===== src/rtl/inst_encoder_loader_pkg.sv =====
// Shared definitions for the instruction encoder/loader: format codes
// (same encoding as the decoder's imm_sel), opcode[6:2] values, the loader
// FSM state type and an immediate range helper.
// The helper is only used when ENC_RANGE_CHECK_EN is defined.
package inst_encoder_loader_pkg;

  localparam logic [2:0] FMT_I = 3'b000;
  localparam logic [2:0] FMT_S = 3'b001;
  localparam logic [2:0] FMT_B = 3'b010;
  localparam logic [2:0] FMT_U = 3'b011;
  localparam logic [2:0] FMT_J = 3'b100;
  localparam logic [2:0] FMT_R = 3'b101;

  localparam logic [4:0] OP_R     = 5'b01100;
  localparam logic [4:0] OP_IMM   = 5'b00100;
  localparam logic [4:0] OP_LOAD  = 5'b00000;
  localparam logic [4:0] OP_STORE = 5'b01000;
  localparam logic [4:0] OP_BR    = 5'b11000;
  localparam logic [4:0] OP_LUI   = 5'b01101;
  localparam logic [4:0] OP_AUIPC = 5'b00101;
  localparam logic [4:0] OP_JAL   = 5'b11011;
  localparam logic [4:0] OP_JALR  = 5'b11001;

  // opcode[1:0] of every 32-bit RV32I instruction
  localparam logic [1:0] OPC_LOW = 2'b11;

  typedef enum logic [1:0] {
    ST_IDLE  = 2'b00,
    ST_READY = 2'b01,
    ST_WRITE = 2'b10,
    ST_DONE  = 2'b11
  } state_e;

  // True when bits [31:msb] of imm are all equal, i.e. imm is a valid
  // sign-extended value of a (msb+1)-bit signed field.
  function automatic logic imm_fits(input logic [31:0] imm, input logic [4:0] msb);
    logic [31:0] hi_s;
    logic [31:0] ones_s;
    hi_s   = imm >> msb;
    ones_s = 32'hFFFF_FFFF >> msb;
    return (hi_s == 32'h0000_0000) || (hi_s == ones_s);
  endfunction

endpackage


===== src/rtl/inst_encoder_loader_pack.sv =====
// inst_pack: purely combinational field-to-word packer for RV32I.
// Raises err for unknown formats and odd B/J offsets.
// Optional macro ENC_RANGE_CHECK_EN adds immediate range checks; without it
// out-of-range immediate bits are silently truncated.
module inst_pack
  import inst_encoder_loader_pkg::*;
(
  input  logic [2:0]  fmt,
  input  logic [4:0]  op,
  input  logic [2:0]  funct3,
  input  logic        f7b5,
  input  logic [4:0]  rd,
  input  logic [4:0]  rs1,
  input  logic [4:0]  rs2,
  input  logic [31:0] imm,
  output logic [31:0] word,
  output logic        err
);

  logic [6:0]  opc_s;
  logic [11:0] i_imm_s;
  logic        fmt_err_s;
  logic        align_err_s;
  logic        range_err_s;

  assign opc_s = {op, OPC_LOW};

  // Shift-immediates carry funct7 in the upper immediate bits
  always_comb begin
    i_imm_s = imm[11:0];
    if ((op == OP_IMM) && ((funct3 == 3'b001) || (funct3 == 3'b101))) begin
      i_imm_s = {1'b0, f7b5, 5'b00000, imm[4:0]};
    end else begin
      i_imm_s = imm[11:0];
    end
  end

  // Bit-field packing per format plus format/alignment checks
  always_comb begin
    word        = 32'h0000_0000;
    fmt_err_s   = 1'b0;
    align_err_s = 1'b0;
    case (fmt)
      FMT_R: word = {1'b0, f7b5, 5'b00000, rs2, rs1, funct3, rd, opc_s};
      FMT_I: word = {i_imm_s, rs1, funct3, rd, opc_s};
      FMT_S: word = {imm[11:5], rs2, rs1, funct3, imm[4:0], opc_s};
      FMT_B: begin
        word        = {imm[12], imm[10:5], rs2, rs1, funct3, imm[4:1], imm[11], opc_s};
        align_err_s = imm[0];
      end
      FMT_U: word = {imm[31:12], rd, opc_s};
      FMT_J: begin
        word        = {imm[20], imm[10:1], imm[11], imm[19:12], rd, opc_s};
        align_err_s = imm[0];
      end
      default: begin
        word      = 32'h0000_0000;
        fmt_err_s = 1'b1;
      end
    endcase
  end

`ifdef ENC_RANGE_CHECK_EN
  // Immediate must be representable in the target field
  always_comb begin
    range_err_s = 1'b0;
    case (fmt)
      FMT_I, FMT_S: range_err_s = !imm_fits(imm, 5'd11);
      FMT_B:        range_err_s = !imm_fits(imm, 5'd12);
      FMT_J:        range_err_s = !imm_fits(imm, 5'd20);
      FMT_U:        range_err_s = (imm[11:0] != 12'h000);
      default:      range_err_s = 1'b0;
    endcase
  end
`else
  assign range_err_s = 1'b0;
`endif

  assign err = fmt_err_s | align_err_s | range_err_s;

endmodule


===== src/rtl/inst_encoder_loader.sv =====
// inst_encoder_loader: packs decoded instruction fields into RV32I words and
// streams them to instruction memory at sequential word addresses using a
// write/acknowledge handshake. Optional macro ENC_RANGE_CHECK_EN (handled in
// inst_pack) adds immediate range checking.
module inst_encoder_loader
  import inst_encoder_loader_pkg::*;
#(
  parameter int DEPTH = 256,
  parameter int BASE  = 0,
  localparam int AW   = $clog2(DEPTH),
  localparam int CW   = AW + 1
) (
  input  logic          clk,
  input  logic          rst,
  input  logic          start,
  input  logic          in_valid,
  output logic          in_ready,
  input  logic [2:0]    in_fmt,
  input  logic [4:0]    in_op,
  input  logic [2:0]    in_funct3,
  input  logic          in_f7b5,
  input  logic [4:0]    in_rd,
  input  logic [4:0]    in_rs1,
  input  logic [4:0]    in_rs2,
  input  logic [31:0]   in_imm,
  input  logic          in_last,
  output logic          imem_we,
  output logic [AW-1:0] imem_addr,
  output logic [31:0]   imem_wdata,
  input  logic          imem_ack,
  output logic [CW-1:0] count,
  output logic          done,
  output logic          err
);

  localparam logic [AW-1:0] BASE_ADDR = AW'(BASE);
  localparam logic [AW-1:0] LAST_ADDR = AW'(DEPTH - 1);
  localparam logic [AW-1:0] ADDR_ONE  = AW'(1);
  localparam logic [CW-1:0] DEPTH_CNT = CW'(DEPTH);
  localparam logic [CW-1:0] CNT_ONE   = CW'(1);

  state_e        state_q, state_d;
  logic [AW-1:0] addr_q, addr_d;
  logic [31:0]   wdata_q, wdata_d;
  logic          we_q, we_d;
  logic          ready_q, ready_d;
  logic [CW-1:0] count_q, count_d;
  logic          done_q, done_d;
  logic          err_q, err_d;
  logic          last_q, last_d;

  logic [31:0]   pack_word_s;
  logic          pack_err_s;

  inst_pack u_pack (
    .fmt    (in_fmt),
    .op     (in_op),
    .funct3 (in_funct3),
    .f7b5   (in_f7b5),
    .rd     (in_rd),
    .rs1    (in_rs1),
    .rs2    (in_rs2),
    .imm    (in_imm),
    .word   (pack_word_s),
    .err    (pack_err_s)
  );

  // Next-state, pointer, counter and flag logic; start overrides everything
  always_comb begin
    state_d = state_q;
    addr_d  = addr_q;
    wdata_d = wdata_q;
    count_d = count_q;
    done_d  = done_q;
    err_d   = err_q;
    last_d  = last_q;
    if (start) begin
      state_d = ST_READY;
      addr_d  = BASE_ADDR;
      count_d = {CW{1'b0}};
      done_d  = 1'b0;
      err_d   = 1'b0;
      last_d  = 1'b0;
    end else begin
      case (state_q)
        ST_READY: begin
          if (in_valid && ready_q) begin
            if (pack_err_s) begin
              err_d = 1'b1;
            end else begin
              wdata_d = pack_word_s;
              last_d  = in_last;
              state_d = ST_WRITE;
            end
          end else begin
            state_d = ST_READY;
          end
        end
        ST_WRITE: begin
          if (imem_ack && we_q) begin
            addr_d  = (addr_q == LAST_ADDR) ? {AW{1'b0}} : (addr_q + ADDR_ONE);
            count_d = count_q + CNT_ONE;
            if (last_q) begin
              state_d = ST_DONE;
              done_d  = 1'b1;
            end else begin
              state_d = ST_READY;
              // memory is full and the program has not ended: no wrap overwrite
              if (count_q == (DEPTH_CNT - CNT_ONE)) begin
                err_d = 1'b1;
              end else begin
                err_d = err_q;
              end
            end
          end else begin
            state_d = ST_WRITE;
          end
        end
        ST_IDLE: state_d = ST_IDLE;
        ST_DONE: state_d = ST_DONE;
        default: state_d = ST_IDLE;
      endcase
    end
    ready_d = (state_d == ST_READY) && !err_d && (count_d < DEPTH_CNT);
    we_d    = (state_d == ST_WRITE);
  end

  // State and output registers with synchronous reset
  always_ff @(posedge clk) begin
    if (rst) begin
      state_q <= ST_IDLE;
      addr_q  <= BASE_ADDR;
      wdata_q <= 32'h0000_0000;
      we_q    <= 1'b0;
      ready_q <= 1'b0;
      count_q <= {CW{1'b0}};
      done_q  <= 1'b0;
      err_q   <= 1'b0;
      last_q  <= 1'b0;
    end else begin
      state_q <= state_d;
      addr_q  <= addr_d;
      wdata_q <= wdata_d;
      we_q    <= we_d;
      ready_q <= ready_d;
      count_q <= count_d;
      done_q  <= done_d;
      err_q   <= err_d;
      last_q  <= last_d;
    end
  end

  assign in_ready   = ready_q;
  assign imem_we    = we_q;
  assign imem_addr  = addr_q;
  assign imem_wdata = wdata_q;
  assign count      = count_q;
  assign done       = done_q;
  assign err        = err_q;

endmodule


===== config.mk =====
export PLATFORM = sky130hd
export DESIGN_NAME = inst_encoder_loader
export DESIGN_NICKNAME = d
export VERILOG_FILES = /design/src/rtl/inst_encoder_loader_pkg.sv /design/src/rtl/inst_encoder_loader_pack.sv /design/src/rtl/inst_encoder_loader.sv
export SDC_FILE = /design/constraint.sdc
export NUM_CORES = 1
export LEC_CHECK = 0
export CORE_MARGIN = 1
export CORE_UTILIZATION = 40
export DETAILED_ROUTE_END_ITERATION = 12
export DONT_BUFFER_PORTS = 1
export HOLD_SLACK_MARGIN = 0.03
export SYNTH_ARGS = -nofsm -noshare
export SYNTH_HDL_FRONTEND = slang
export SYNTH_SLANG_ARGS = --single-unit

===== constraint.sdc =====
create_clock -name clk -period 2.4 [get_ports clk]
set_clock_uncertainty 0.05 [all_clocks]
set_input_delay 0.48 -clock clk [delete_from_list [all_inputs] [get_ports clk]]
set_output_delay 0.48 -clock clk [all_outputs]
set_load 0.02 [all_outputs]

**Word-level counts from Yosys, hierarchy flattened**

Index checks and enable logic that the tools add are counted.

- Flip-flop bits (word level): 56
- Latch bits: 0
- Bits in writable memories: 0
- Bits in read-only memories: 0
- Input bits: 65
- Output and inout bits: 53
- Logic and storage cells: 67
- Memories: 0

- $add $sub $neg: 2
- $mul: 0
- Divide/modulo/power cells: 0
- Magnitude comparators: 1
- Equal/unequal tests: 15
- Shifts and indexed selects: 0
- Muxes and demuxes: 21
- Bitwise logic cells: 3
- Reductions and logical operators: 16

Operators with widths:

| cell | count |
|---|---|
| 32-bit case mux with 6 select lines | 1 |
| 9-bit 2-to-1 mux | 3 |
| 12-bit 2-to-1 mux | 1 |
| 2-bit 2-to-1 mux | 5 |
| 9-bit by 1-bit adder with 9-bit output (second input constant) | 1 |
| 3-bit equality test (second input constant) | 3 |
| 9-bit by 8-bit equality test with 1-bit output (second input constant) | 1 |
| 9-bit < comparator (second input constant) | 1 |
| 8-bit by 1-bit adder with 8-bit output (second input constant) | 1 |
| 8-bit equality test (second input constant) | 1 |
| 1-bit 2-to-1 mux | 8 |
| 8-bit 2-to-1 mux | 1 |
| 2-bit case mux with 4 select lines | 1 |
| 2-bit equality test (second input constant) | 3 |
| 3-bit by 1-bit equality test with 1-bit output (second input constant) | 2 |
| 3-bit by 2-bit equality test with 1-bit output (second input constant) | 2 |
| 3-bit AND reduction | 2 |
| 6-bit OR reduction | 1 |
| 5-bit by 3-bit equality test with 1-bit output (second input constant) | 1 |
| 1-bit logical AND | 5 |
| 2-bit by 1-bit equality test with 1-bit output (second input constant) | 2 |
| 4-bit AND reduction | 1 |
| 2-bit OR reduction | 2 |
| 3-bit logical NOT | 1 |
| other kinds (7) | 8 |

**Depth between registers and ports, before layout**

Gate-level depths: netlist of run 1.

- Depth in word-level cells: 11
- Gate-level depth with buffers: 9
- Depth with buffers taken out: 8

**Cells and area by module**

A second synthesis of run 1 with hierarchy kept.

- Cell total of the unflattened synthesis: 394
- Area total of the unflattened synthesis: 3148.0 µm²

Modules (own cells, without submodules):

| module | times used | cells an instance | area each (µm²) | seq. area each (µm²) |
|---|---|---|---|---|
| inst_encoder_loader | 1 | 278 | 2263.4 | 1121.1 |
| inst_pack | 1 | 116 | 884.6 | 0.0 |

**Least setup slack after synthesis of run 1**

No wires, ideal clock.

- Kind: in2reg
- Start: in in_imm[0]
- End: reg wdata_q[10] (netlist: imem_wdata[10])
- Setup time: 0.132 ns
- Arrival time: 1.819 ns
- Required time: 2.218 ns
- Path slack: 0.399 ns
- Cell stages on the path: 7
- Buffers on the path: 2
- Cell sequence: nor2b_1 -> maj3_2 -> or3_1 -> buf_2 -> buf_6 -> a211oi_1 -> nor3_1

- Word-level cells in the longest chain between the ends: 4

Ends and longest elaborated chain:

| what | RTL line | RTL |
|---|---|---|
| start: declaration | inst_encoder_loader.sv:25 | `input logic [31:0] in_imm,` |
| 1-bit 2-to-1 mux | inst_encoder_loader_pack.sv:43 | `case (fmt)` |
| 1-bit OR | inst_encoder_loader_pack.sv:79 | `assign err = fmt_err_s \| align_err_s \| range_err_s;` |
| 1-bit inverter (no line) | n/a |  |
| 4-bit AND reduction (no line) | n/a |  |
| end signal: assignment | inst_encoder_loader.sv:143 | `wdata_q <= wdata_d;` |
| end: declaration | inst_encoder_loader.sv:44 | `logic [31:0] wdata_q, wdata_d;` |

No other way between the ends.
A chain may end at the register's enable or synchronous reset.

**Worst setup path after layout of run 1**

- Start: reg count_q[5] (netlist: count[5])
- End: reg ready_q (netlist: in_ready)

- Word-level cells in the longest chain between the ends: 9
- Elaborated cells on any way between the ends: 14
- Classes of those cells: add/sub: 1; order compare: 1; eq/ne: 1; mux: 8; reduce/logical: 3

Ends and longest elaborated chain:

| what | RTL line | RTL |
|---|---|---|
| start: declaration | inst_encoder_loader.sv:47 | `logic [CW-1:0] count_q, count_d;` |
| start signal: assignment | inst_encoder_loader.sv:136 | `count_q <= {CW{1'b0}};` |
| start signal: assignment | inst_encoder_loader.sv:146 | `count_q <= count_d;` |
| branches (longest 8 deep; another with 9-bit by 1-bit adder with 9-bit output) | n/a |  |
| 1-bit logical AND (*) | inst_encoder_loader.sv:124 | `ready_d = (state_d == ST_READY) && !err_d && (count_d < DEPTH_CNT);` |
| end signal: assignment | inst_encoder_loader.sv:145 | `ready_q <= ready_d;` |
| end: declaration | inst_encoder_loader.sv:46 | `logic ready_q, ready_d;` |

Mark *: on every way between the ends.

==> results_dict.tcl, run 1 <==
set metrics [dict create \
    yosys_warnings 0 \
    wl_per_cell_um 16.8 \
    clockRootBuffer "clkbuf_8" \
    gp_congestion 0.782 \
    postCtsSetupBuffers 0 \
    gr-total-overflow 0 \
    synthToLayoutAreaGrowth_pct 5.47 \
    antenna_left 0 \
    peakVddDrop_mv 0.214 \
    place.port_buffers 0 \
    synthCells 367 \
    synth_top_area_frac 0.382 \
    slew_headroom 0.645 \
    grt_usage 0.207 \
    antenna_found_initial 0 \
    cp_max_fo 4 \
    rsz0062_at_grt "no" \
    maxCapViolCount 0 \
    dp_slack_ns 0.302 \
    cts.htree.levels 2 \
    fin_crit_sh 0.870 \
    ys_top_cells_by_area "dfxtp_1, nor2_1, a21oi_1" \
    die_height_um 86.9 \
    core-area_mm2 0.00687 \
    start_kind "flop" \
    cts_tree "built" \
    run_status "finished, final reports clean" \
    synth_seq_cells 55 \
    hold_class "in -> reg" \
    drt-vias-per-instance 5.69 \
    final_nets 427 \
    path_class "reg -> reg" \
    num_antenna_cells 0 \
    cp.arrival_ns 2.23 \
    die-area_mm2 0.00755 \
    synth_top_area_cell "dfxtp_1" \
    ys_seq_area_frac 0.382 \
    post-place-cells 445 \
    setup_tns_ns 0 \
    drc 0 \
    ys.flop_type "dfxtp_1" \
    worst_pin_slew_ns 0.532 \
    hold_violations 0 \
    drive_gt1_frac 0.0700 \
    first_global_vias 2509 \
    leakage_nw 1.02 \
    drt_first_pass_iters 4 \
    clk_pin_slew_ns 0.10 \
    synth_edf_count 0 \
    syn_avg_cell_area_um2 7.85 \
    clk_latency_ns 0.31 \
    cp_common_cell "nor2_1" \
    max_clock_freq_mhz 479 \
    syn_nets 438 \
    postCtsHoldBufs 0 \
    synth_cell_types 41 \
    slowest_stage "dfxtp_1" \
    dpl.hpwl_um 5650 \
    async_flop_share 0 \
    cts_buffers 5 \
    layout_min_cycle_time_ns 2.09 \
    post_cts_resized 0 \
    drt-total-wl_um 7620 \
    r2r_slack_ns 0.31 \
    worstSetupEndpointType "flop" \
    vias 2577 \
    cp.required_ns 2.54 \
    io_pins 118 \
    die_w_um 86.9 \
    synth.cell_area_mm2 0.00288 \
    first_iter_violations 107 \
    fin_total_pwr_mw 1.60 \
    final_cell_count_no_fill 453 \
    grt_first_pass_wirelength_um 12200 \
    numClockSinks 55 \
    setup_ws_ns 0.311 \
    grt_start_max_net_pins 43 \
    cpPeakStageDelay_ns 0.49 \
    start_util 0.419 \
    power.density_mw_per_mm2 525 \
    rows 30 \
    finalSetupViolCount 0 \
    slew_violations 0 \
    crit_chain "inv_1, or3_1, nor2_1, ha_1, nor2_1, a21oi_1, o21ai_0, a2111oi_0" \
    max-clock-path-buffers 2 \
]
[cell usage in the layout, fill, tap and decap left out, drive strengths merged]
master,Yosys,layout
ha,6,6
o22ai,14,14
a21oi,33,33
a222oi,1,1
or3,8,8
clkbuf,16,5
buf,10,8
nand4,5,5
nor2,56,56
nand3,6,6
o21ai,9,9
a311oi,1,1
inv,10,10
a211oi,8,8
nand2,31,31
maj3,2,2
xor2,6,6
xnor2,2,2
or2,1,1
and2,3,3
mux2i,11,11
nor3,26,26
a41o,1,1
nand3b,2,2
a22oi,13,13
a2111oi,1,1
dfxtp,55,55
o32ai,1,1
o21a,1,1
a221oi,6,6
clkinv,0,1
clkinvlp,0,2
a31oi,1,1
nor4bb,1,1
and3,2,2
nor4b,1,1
nor2b,11,11
mux2,6,6
[flip-flops by register name, indices dropped and copies added, names as in the netlist]
signal,cells
last_q,1
imem_wdata,31
in_ready,1
imem_addr,8
count,9
imem_we,1
err,1
done,1
state_q,2
[synth_stat cells (3+ instances only)]
cell type  instances
o22ai_1           14
ha_1               6
mux2_2             6
nand3_1            6
buf_2              7
dfxtp_1           55
nor2_1            56
mux2i_1           11
and2_1             3
nor3_1            25
inv_1             10
a22oi_1           13
a211oi_1           8
clkbuf_1          16
a21oi_1           33
a221oi_1           6
nand2_1           31
xor2_1             6
nor2b_1           11
o21ai_0            9
nand4_1            5
or3_1              8
[worst max-delay path: cells and delay by family, from the launching register on]
kind / cells / cell delay, ns
flip-flops: 1 / 0.49
AND/OR/NAND/NOR: 3 / 0.56
adder cells (fa/ha/maj): 1 / 0.13
buffers and inverters: 1 / 0.09
AO/OA/AOI/OAI: 3 / 0.66
[kinds of logic (layout without fill, tap and decap cells)]
kind of cell / count (synthesis) / after routing / share of synthesized area
AO/OA/AOI/OAI: 90 / 90 / 0.197
AND/OR/NAND/NOR: 153 / 153 / 0.248
flip-flops: 55 / 55 / 0.382
buffers and inverters: 36 / 26 / 0.0538
adder cells (fa/ha/maj): 8 / 8 / 0.0334
multiplexers: 17 / 17 / 0.0617
XOR/XNOR: 8 / 8 / 0.0243
[metal layers]
| layer | wire length [um] | vias up | global-route usage |
|---|---|---|---|
| met3 | 740 | 8 | 0.0806 |
| li1 | - | 1289 | - |
| met2 | 3650 | 103 | 0.360 |
| met5 | 0 | - | 0 |
| met4 | 80 | 0 | 0.0500 |
| met1 | 3150 | 1177 | 0.239 |
[through the flow]
stage	instance area [um^2]	hold WS [ns]	utilization
after CTS	3040	0.168	0.442
after global routing	3040	0.150	0.442
after detailed placement	2950	0.471	0.430
after floorplan	2880	0.425	-
after global placement	2950	0.467	0.430
final	3040	0.180	0.442
[where the power goes]
part / switching [mW] / total, mW / internal, mW / leakage [nW]
Clock: 0.308 / 0.511 / 0.204 / 0.0402
Combinational: 0.0718 / 0.142 / 0.0699 / 0.535
Sequential: 0.0196 / 0.943 / 0.923 / 0.444
[worst paths after layout]
kind         startpoint       end  depth (start not counted)
max reg2reg    count[5]  in_ready                          8
min reg2reg      last_q    last_q                          2
max            count[5]  in_ready                          8
min               start       err                          1
[final cells by class]
type                            instances  area (um^2)
Clock inverter                          3         20.0
Clock buffer                            5         68.8
Sequential cell                        55         1100
Inverter                               10         37.5
Fill cell                             701         3830
Tap cell                               96          120
Timing Repair Buffer                    8         60.1
Multi-Input combinational cell        276         1630
No activity file was read; power rests on OpenSTA's default activity.
==> run 2, diff against run 1 <==
--- a/config.mk
+++ b/config.mk
@@ -5,6 +5,7 @@
 export SDC_FILE = /design/constraint.sdc
 export NUM_CORES = 1
 export LEC_CHECK = 0
+export CAP_MARGIN = 20
 export CORE_MARGIN = 1
 export CORE_UTILIZATION = 40
 export DETAILED_ROUTE_END_ITERATION = 12
==> results of run 2 <==
No change in the layout: final DEF, timing and power equal those of run 1.
